## src/rtl/list_sum_datapath.sv

```systemverilog
// Datapath of the linked-list sum engine: node memory, SUM accumulator, NEXT pointer.
// Optional loop guard (step counter + sticky loop_err) enabled by defining LOOP_GUARD_EN.
module list_sum_datapath #(
    parameter int AW        = 4,
    parameter int DW        = 8,
    parameter int HEAD_ADDR = 0,
    parameter int MAX_NODES = 2**(AW-1)
) (
    input  logic          clk,
    input  logic          rst,
    input  logic          LD_SUM,
    input  logic          LD_NEXT,
    input  logic          SUM_SEL,
    input  logic          NEXT_SEL,
    input  logic          A_SEL,
    input  logic          DONE,
    input  logic          we,
    input  logic [AW-1:0] waddr,
    input  logic [DW-1:0] wdata,
    output logic          next_zero,
    output logic [DW-1:0] sum_out,
    output logic          loop_err
);

    localparam int            DEPTH      = 2**AW;
    localparam logic [AW-1:0] HEAD       = AW'(HEAD_ADDR);
    localparam logic [AW-1:0] ONE_A      = AW'(1);
    localparam logic [AW-1:0] ZERO_A     = AW'(0);
    localparam logic [AW-1:0] GUARD_LAST = AW'(MAX_NODES - 1);

    logic [DW-1:0] mem_q [DEPTH];
    logic [DW-1:0] sum_q, sum_d;
    logic [AW-1:0] next_q, next_d;
    logic [AW-1:0] raddr_s;
    logic [DW-1:0] rdata_s;
    logic [AW-1:0] nextmux_s;
    logic          idle_s;
    logic          ptr_zero_s;
    logic          guard_hit_s;

    // Node memory write port; contents deliberately survive reset.
    always_ff @(posedge clk) begin
        if (we) begin
            mem_q[waddr] <= wdata;
        end
    end

    // Read address, asynchronous read and pointer mux.
    always_comb begin
        raddr_s    = A_SEL ? next_q : (next_q + ONE_A);
        rdata_s    = mem_q[raddr_s];
        nextmux_s  = NEXT_SEL ? rdata_s[AW-1:0] : HEAD;
        ptr_zero_s = (nextmux_s == ZERO_A);
        idle_s     = ~(LD_SUM | LD_NEXT | SUM_SEL | NEXT_SEL | A_SEL | DONE);
    end

    // Next-state of the accumulator and pointer; idle decode wins over loads.
    always_comb begin
        sum_d  = sum_q;
        next_d = next_q;
        if (idle_s) begin
            sum_d  = {DW{1'b0}};
            next_d = HEAD;
        end else begin
            if (LD_SUM) begin
                sum_d = SUM_SEL ? (sum_q + rdata_s) : {DW{1'b0}};
            end else begin
                sum_d = sum_q;
            end
            if (LD_NEXT) begin
                next_d = nextmux_s;
            end else begin
                next_d = next_q;
            end
        end
    end

    // SUM and NEXT registers.
    always_ff @(posedge clk or negedge rst) begin
        if (!rst) begin
            sum_q  <= {DW{1'b0}};
            next_q <= HEAD;
        end else begin
            sum_q  <= sum_d;
            next_q <= next_d;
        end
    end

`ifdef LOOP_GUARD_EN
    logic [AW-1:0] step_q, step_d;
    logic          loop_err_q, loop_err_d;

    // The guard fires on the MAX_NODES-th pointer load of a run.
    always_comb begin
        guard_hit_s = LD_NEXT & (step_q == GUARD_LAST);
        step_d      = step_q;
        loop_err_d  = loop_err_q;
        if (idle_s) begin
            step_d     = ZERO_A;
            loop_err_d = 1'b0;
        end else begin
            if (LD_NEXT) begin
                step_d = step_q + ONE_A;
            end else begin
                step_d = step_q;
            end
            if (guard_hit_s) begin
                loop_err_d = 1'b1;
            end else begin
                loop_err_d = loop_err_q;
            end
        end
    end

    // Step counter and sticky loop error flag.
    always_ff @(posedge clk or negedge rst) begin
        if (!rst) begin
            step_q     <= ZERO_A;
            loop_err_q <= 1'b0;
        end else begin
            step_q     <= step_d;
            loop_err_q <= loop_err_d;
        end
    end

    assign loop_err = loop_err_q;
`else
    logic unused_guard_s;

    // Without the guard a cyclic list is never cut short.
    always_comb begin
        guard_hit_s    = 1'b0;
        unused_guard_s = &GUARD_LAST;
    end

    assign loop_err = 1'b0;
`endif

    assign next_zero = ptr_zero_s | guard_hit_s;
    assign sum_out   = sum_q;

endmodule

```

## config.mk

```make
export PLATFORM = sky130hd
export DESIGN_NAME = list_sum_datapath
export DESIGN_NICKNAME = d
export VERILOG_FILES = /design/src/rtl/list_sum_datapath.sv
export SDC_FILE = /design/constraint.sdc
export NUM_CORES = 1
export LEC_CHECK = 0
export CAP_MARGIN = 25
export CORE_UTILIZATION = 40
export DETAILED_ROUTE_END_ITERATION = 6
export PLACE_DENSITY = 0.53
export SKIP_CTS_REPAIR_TIMING = 1
export SLEW_MARGIN = 20
export SYNTH_ARGS = -nofsm -noshare
export SYNTH_HDL_FRONTEND = slang
export SYNTH_SLANG_ARGS = --single-unit
```

## constraint.sdc

```tcl
create_clock -name clk -period 6.3 [get_ports clk]
set_clock_uncertainty 0.15 [all_clocks]
set_input_delay 0.63 -clock clk [delete_from_list [all_inputs] [get_ports clk]]
set_output_delay 0.63 -clock clk [all_outputs]
set_load 0.01 [all_outputs]
```

==> qor.csv, run 1 <==
stage,metric,value,unit
synthesis,post-synth-top-count-cell,edfxtp_1,
floorplan,die-area,0.0157,mm^2
sta,slew-limit-headroom,0.312,
sta,fmax,0.204,GHz
sta,fin_crit,4.89,ns
floorplan,ios,31,
synthesis,synth_top_cell_area_share,0.633,
layout,fin_area,0.00718,mm^2
grt,grt_start_max_net_pins,21,
detailed_routing,ant_nets,0,
cts,cts_tree,done,
cts,clock_latency,0.41,ns
synthesis,syn_area_per_cell,19.2,um^2
detailed_routing,viasPerCell,5.39,
cts,clock_path_buffers,2,
worst_setup_path,worstSetupEndpointType,output pin,
grt,grt_overflow,0,
sta,period_share,0.777,
pwr,power_density,452,mW/mm^2
grt,grt_pass1_wl,19200,um
run,max-cap-violations,0,
synthesis,ys_top_cells_by_area,"edfxtp_1 63%, mux4_2 16%, dfrtp_1 4.9%",
layout,final_nets,399,
worst_setup_path,critPathArrivalTime,4.11,ns
floorplan,fp.dieW,125,um
synthesis,post-synth-top-area-cell,edfxtp_1,
layout,postLayoutCoreUtil,0.488,
layout,drive_above_1_share,0.262,
worst_setup_path,r2r_end,sum_out[7]$_DFFE_PN0P_,
cts,cts_buffers,17,
synthesis,syn_area,0.00607,mm^2
worst_setup_path,crit_required,5.52,ns
worst_setup_path,cp.depth,10,
detailed_routing,vias,3051,
layout,fillers,1220,
layout,stdcell_count,566,
worst_setup_path,r2r_cells,12,
cts,cts_max_level,4,
worst_setup_path,criticalPathCategory,reg -> out,
synthesis,ys_seq_area_frac,0.682,
detailed_routing,first_iter_violations,238,
synthesis,synthesis.instances,317,
layout,antenna_cells,0,
worst_setup_path,crit_buf_inv,3,
detailed_routing,drc,12,
grt,busiest_layer,met2,
min_path,min_path_type,reg -> reg,
sta,setup_viol,0,
worst_setup_path,worst-path-max-fanout,12,
synthesis,netlist_top_cells_count,"128 x edfxtp_1, 42 x mux4_2, 25 x nand2_1, 19 x nor2_1, 12 x dfrtp_1",
cts,path_clk_slew,0.06,ns
detailed_routing,wl,12500,um
placed_design,place_inst,533,
synthesis,synthArstFlopShare,0.0857,
grt,grt_antenna_before_repair,0,
placed_design,dp_hpwl,8510,um
status,violations,design-rule violations,
worst_setup_path,timing.rr.start,next_q[1]$_DFFE_PN0P_,
placed_design,portBuffers,29,
synthesis,ys_warn_count,0,
grt,use_met1,0.228,
detailed_routing,routedWlPerCell,22.1,um
floorplan,die_h,125,um
worst_setup_path,slowest_stage,dfrtp_1,
pwr,p_leak,0.00243,uW
cts,cts_root_buffer,clkbuf_16,
placed_design,gp_congestion,0.734,
worst_setup_path,r2r_slack,1.73,ns
sta,hold_viol_final,0,
synthesis,synth_edf_count,128,
grt,grtUsageMet3,0.0543,
status,status,finished with violations,
sta,worst_pin_slew,1.03,ns
placed_design,placed_cell_area,0.00665,mm^2
pwr,ir_worst_vdd,0.000199,V
cts,clock-sinks,140,
worst_setup_path,crit_chain,ha_1 > mux2i_2 > buf_4 > mux4_2 > mux2i_1 > nand2_1 > o21ai_2 > inv_2 > o41ai_2 > clkdlybuf4s50_1,
sta,rsz0062_at_grt,no,
grt,grtUsageTotal,0.174,
synthesis,synth_nets,347,
layout,synthToLayoutAreaGrowth,18.2,%
worst_setup_path,crit_start,next_q[1]$_DFFE_PN0P_,
sta,finalMaxSlewViolations,0,
synthesis,synth_seq_cells,140,
grt,first_global_vias,3240,
worst_setup_path,crit_family,multiplexers,
floorplan,floorplan.initialDensity,0.413,
synthesis,ys.flop_type,edfxtp_1,
sta,fin_tns_setup,0,ns
worst_setup_path,startpoint_type,flip-flop,
worst_setup_path,worstSetupEndpoint,next_zero,
grt,use_met2,0.275,
worst_setup_path,slowest_delay,0.71,ns
sta,hold_ws,0.365,ns
floorplan,core_area,0.0147,mm^2
min_path,hold_depth,2,
detailed_routing,first_pass_iters,7,
floorplan,row_count,44,
synthesis,ys_types,34,
-- area by class of cell --
type | count | area, um^2 | share of cell area
repair buffers | 45 | 425 | 0.0593
multi-input cells | 159 | 1830 | 0.255
inverters | 6 | 22.5 | 0.00314
well taps | 184 | 230 | 0.0321
clock buffers | 19 | 433 | 0.0603
clock inverters | 13 | 92.6 | 0.0129
flip-flops and latches | 140 | 4140 | 0.577
-- metal layers --
layer	vias to the layer above	routed length [um]
li1	1392	-
met1	1568	5610
met2	83	6150
met3	8	607
met4	0	156
met5	-	0
-- report_power, final --
part	internal [uW]	leakage [uW]	total [uW]	switching, uW
Combinational	650	0.000872	1260	606
Clock	503	0.000248	880	377
Sequential	1070	0.00131	1110	45.6
Total	2220	0.00243	3250	1030
-- layout by cell type (no fill, tap or decap), types with 3 or more instances in the layout --
master,synthesis,layout
edfxtp_1,128,128
mux4_2,42,42
clkdlybuf4s50_1,0,29
nand2_1,25,25
nor2_1,19,19
clkbuf_16,0,17
buf_4,2,12
dfrtp_1,12,12
o21ai_1,11,11
ha_1,8,8
mux2i_1,8,7
mux4_1,5,5
xor2_1,4,4
inv_2,4,4
clkinvlp_4,0,4
buf_6,5,4
o21ai_2,3,3
nand3b_1,3,3
nor3_1,5,3
nand3_1,3,3
nand2b_1,3,3
xnor2_1,4,3
clkinv_2,0,3
inv_6,0,3
-- worst register-to-register path, delay by kind of cell, from the launching register on --
family | cells | cell delay, ns
flip-flops | 1 | 0.71
adder cells (fa/ha/maj) | 2 | 0.92
AND/OR/NAND/NOR | 2 | 0.20
XOR/XNOR | 1 | 0.20
buffers and inverters | 1 | 0.34
multiplexers | 3 | 1.44
AO/OA/AOI/OAI | 3 | 0.54
-- worst min path at each step --
stage | end | from
CTS | next_q[3]$_DFFE_PN0P_ | next_q[3]$_DFFE_PN0P_
global route | sum_out[2]$_DFFE_PN0P_ | sum_out[2]$_DFFE_PN0P_
floorplan | next_q[0]$_DFFE_PN0P_ | rst
detailed placement | next_q[3]$_DFFE_PN0P_ | next_q[3]$_DFFE_PN0P_
finish | sum_out[0]$_DFFE_PN0P_ | sum_out[0]$_DFFE_PN0P_
global placement | sum_out[0]$_DFFE_PN0P_ | sum_out[0]$_DFFE_PN0P_
-- registers in the layout, indices dropped and copies added, names as in the netlist --
signal   flops
mem_q      128
next_q       4
sum_out      8
-- per-stage QoR --
stage               setup WS [ns]  power, uW
floorplan                    2.48       2110
global placement             1.62       2400
detailed placement           1.62       2410
CTS                          1.30       3290
global route                 1.12       3420
finish                       1.41       3250
-- cells by family (layout without fill, tap and decap cells) --
kind of cell | count (synthesis) | count (layout) | share of synthesized area
AO/OA/AOI/OAI | 21 | 21 | 0.0229
XOR/XNOR | 9 | 9 | 0.0161
adder cells (fa/ha/maj) | 9 | 9 | 0.0198
buffers and inverters | 18 | 83 | 0.0194
flip-flops | 140 | 140 | 0.682
multiplexers | 55 | 55 | 0.191
other | 1 | 1 | 0.000618
AND/OR/NAND/NOR | 64 | 64 | 0.0482
Note: power is estimated with default switching activity, not from simulation.
==> inputs of run 2 (changes only) <==
clock period = 5.1 ns   (was 6.3 ns; I/O delays follow)
==> qor.csv, run 2 (synthesis gave the netlist of run 1 again) <==
stage,metric,value,unit,change
status,status,finished with violations,,
status,violations,design-rule violations,,
cts,clock-sinks,140,,unchanged
grt,use_met1,0.245,,+0.0166
layout,final_nets,397,,-0.50%
pwr,ir_worst_vdd,0.000262,V,+31%
layout,antenna_cells,0,,unchanged
placed_design,placed_cell_area,0.00660,mm^2,-0.68%
floorplan,row_count,44,,unchanged
detailed_routing,first_iter_violations,179,,-25%
placed_design,portBuffers,29,,unchanged
cts,cts_max_level,4,,unchanged
detailed_routing,wl,12300,um,-2.1%
grt,busiest_layer,met2,,
min_path,min_path_type,in -> async,,
floorplan,die_h,125,um,unchanged
layout,drive_above_1_share,0.258,,-0.00389
grt,grt_start_max_net_pins,25,,+19%
detailed_routing,routedWlPerCell,21.7,um,-1.8%
sta,finalMaxSlewViolations,0,,unchanged
layout,postLayoutCoreUtil,0.491,,+0.00213
layout,largest_register_ffs,128,,unchanged
worst_setup_path,critPathArrivalTime,3.76,ns,-0.35 ns
detailed_routing,viasPerCell,5.46,,+1.3%
floorplan,ios,31,,unchanged
floorplan,core_area,0.0147,mm^2,unchanged
pwr,p_leak,0.00245,uW,+0.76%
sta,fmax,0.226,GHz,
cts,clock_path_buffers,2,,unchanged
cts,clock_latency,0.42,ns,about the same
run,max-cap-violations,0,,unchanged
sta,period_share,0.867,,
detailed_routing,first_pass_iters,6,,-1
floorplan,die-area,0.0157,mm^2,unchanged
grt,grtUsageMet3,0.0407,,-0.0137
sta,worst_pin_slew,1.02,ns,-0.00553 ns
placed_design,dp_hpwl,8020,um,-5.8%
cts,cts_tree,done,,
sta,fin_crit,4.42,ns,
detailed_routing,drc,10,,-2
detailed_routing,vias,3081,,+0.98%
worst_setup_path,criticalPathCategory,reg -> out,,
pwr,power,4120,uW,+27%
sta,hold_viol_final,0,,unchanged
grt,grt_overflow,0,,unchanged
worst_setup_path,crit_required,4.44,ns,-1.08 ns
worst_setup_path,startpoint_type,flip-flop,,
grt,grt_pass1_wl,19500,um,+1.5%
cts,path_clk_slew,0.06,ns,about the same
sta,fin_tns_setup,0,ns,unchanged
grt,first_global_vias,3349,,+3.4%
sta,rsz0062_at_grt,no,,
layout,fin_area,0.00721,mm^2,+0.44%
layout,final_common_cell,edfxtp_1,,
pwr,power_density,571,mW/mm^2,+26%
sta,slew-limit-headroom,0.315,,+0.00370
detailed_routing,ant_nets,0,,unchanged
layout,synthToLayoutAreaGrowth,18.8,%,
cts,cts_buffers,17,,unchanged
floorplan,fp.dieW,125,um,unchanged
sta,setup_viol,0,,unchanged
floorplan,floorplan.initialDensity,0.413,,unchanged
worst_setup_path,worst-path-max-fanout,9,,-3
worst_setup_path,worstSetupEndpointType,output pin,,
cts,cts_root_buffer,clkbuf_16,,
grt,grt_antenna_before_repair,0,,unchanged
layout,regMostFlops,mem_q,,
placed_design,gp_congestion,0.774,,+5.5%
layout,final_cell_mix,"128 x edfxtp_1, 42 x mux4_2, 29 x clkdlybuf4s50_1, 25 x nand2_1",,
grt,grtUsageTotal,0.176,,+0.00227
grt,use_met2,0.267,,-0.00854
-- run 2: cell types whose count changed in the layout (fill, tap and decap cells not counted), sizes merged --
cell      before  now
clkinvlp       4    2
bufinv         0    3
inv            9    6
clkbuf        19   18
clkinv         6    9
buf           16   14
-- run 2: layer usage --
metal	vias up	wire length, um
li1	1391	-
met1	1603	5900
met2	70	5730
met3	17	441
met4	0	183
met5	-	0
-- run 2: layout make-up --
cell class	instances	area, um^2
tap	184	230
timing repair buffer	43	395
inverter	6	22.5
clock buffer	18	429
clock inverter	14	153
multi-input combinational	159	1840
sequential	140	4140
fill	1212	7490
-- run 2: final timing paths --
path | endpoint | start | slack [ns] | cells after the start
setup / recovery | next_zero | next_q[1]$_DFFE_PN0P_ | 0.68 | 7
hold / removal | sum_out[0]$_DFFE_PN0P_ | rst | 0.30 | 1
setup reg to reg | sum_out[7]$_DFFE_PN0P_ | next_q[1]$_DFFE_PN0P_ | 0.96 | 13
hold reg to reg | sum_out[2]$_DFFE_PN0P_ | sum_out[2]$_DFFE_PN0P_ | 0.36 | 2
max in group asynchronous | sum_out[7]$_DFFE_PN0P_ | rst | 4.14 | 1
min in group clk | sum_out[2]$_DFFE_PN0P_ | sum_out[2]$_DFFE_PN0P_ | 0.36 | 2
-- run 2: worst max-delay path: stages, from the launching register on --
cell,delay (ns)
dfrtp_1,0.39
ha_1,0.66
mux4_2,0.58
mux4_2,0.49
o21ai_2,0.21
inv_2,0.07
o41ai_2,0.36
clkdlybuf4s50_1,0.59
-- run 2: power by group --
group          leakage, uW  total (uW)  switching [uW]  internal, uW
logic             0.000858        1550             748           799
registers          0.00131        1360            38.2          1320
clock network     0.000280        1220             459           759
-- run 2: through the flow --
step                std cells  hold slack (ns)  setup WS [ns]
floorplan                 317           0.0644           1.30
global placement          528            0.345          0.686
detailed placement        529            0.349          0.610
CTS                       561            0.314          0.583
global route              564            0.342          0.452
finish                    564            0.301          0.676
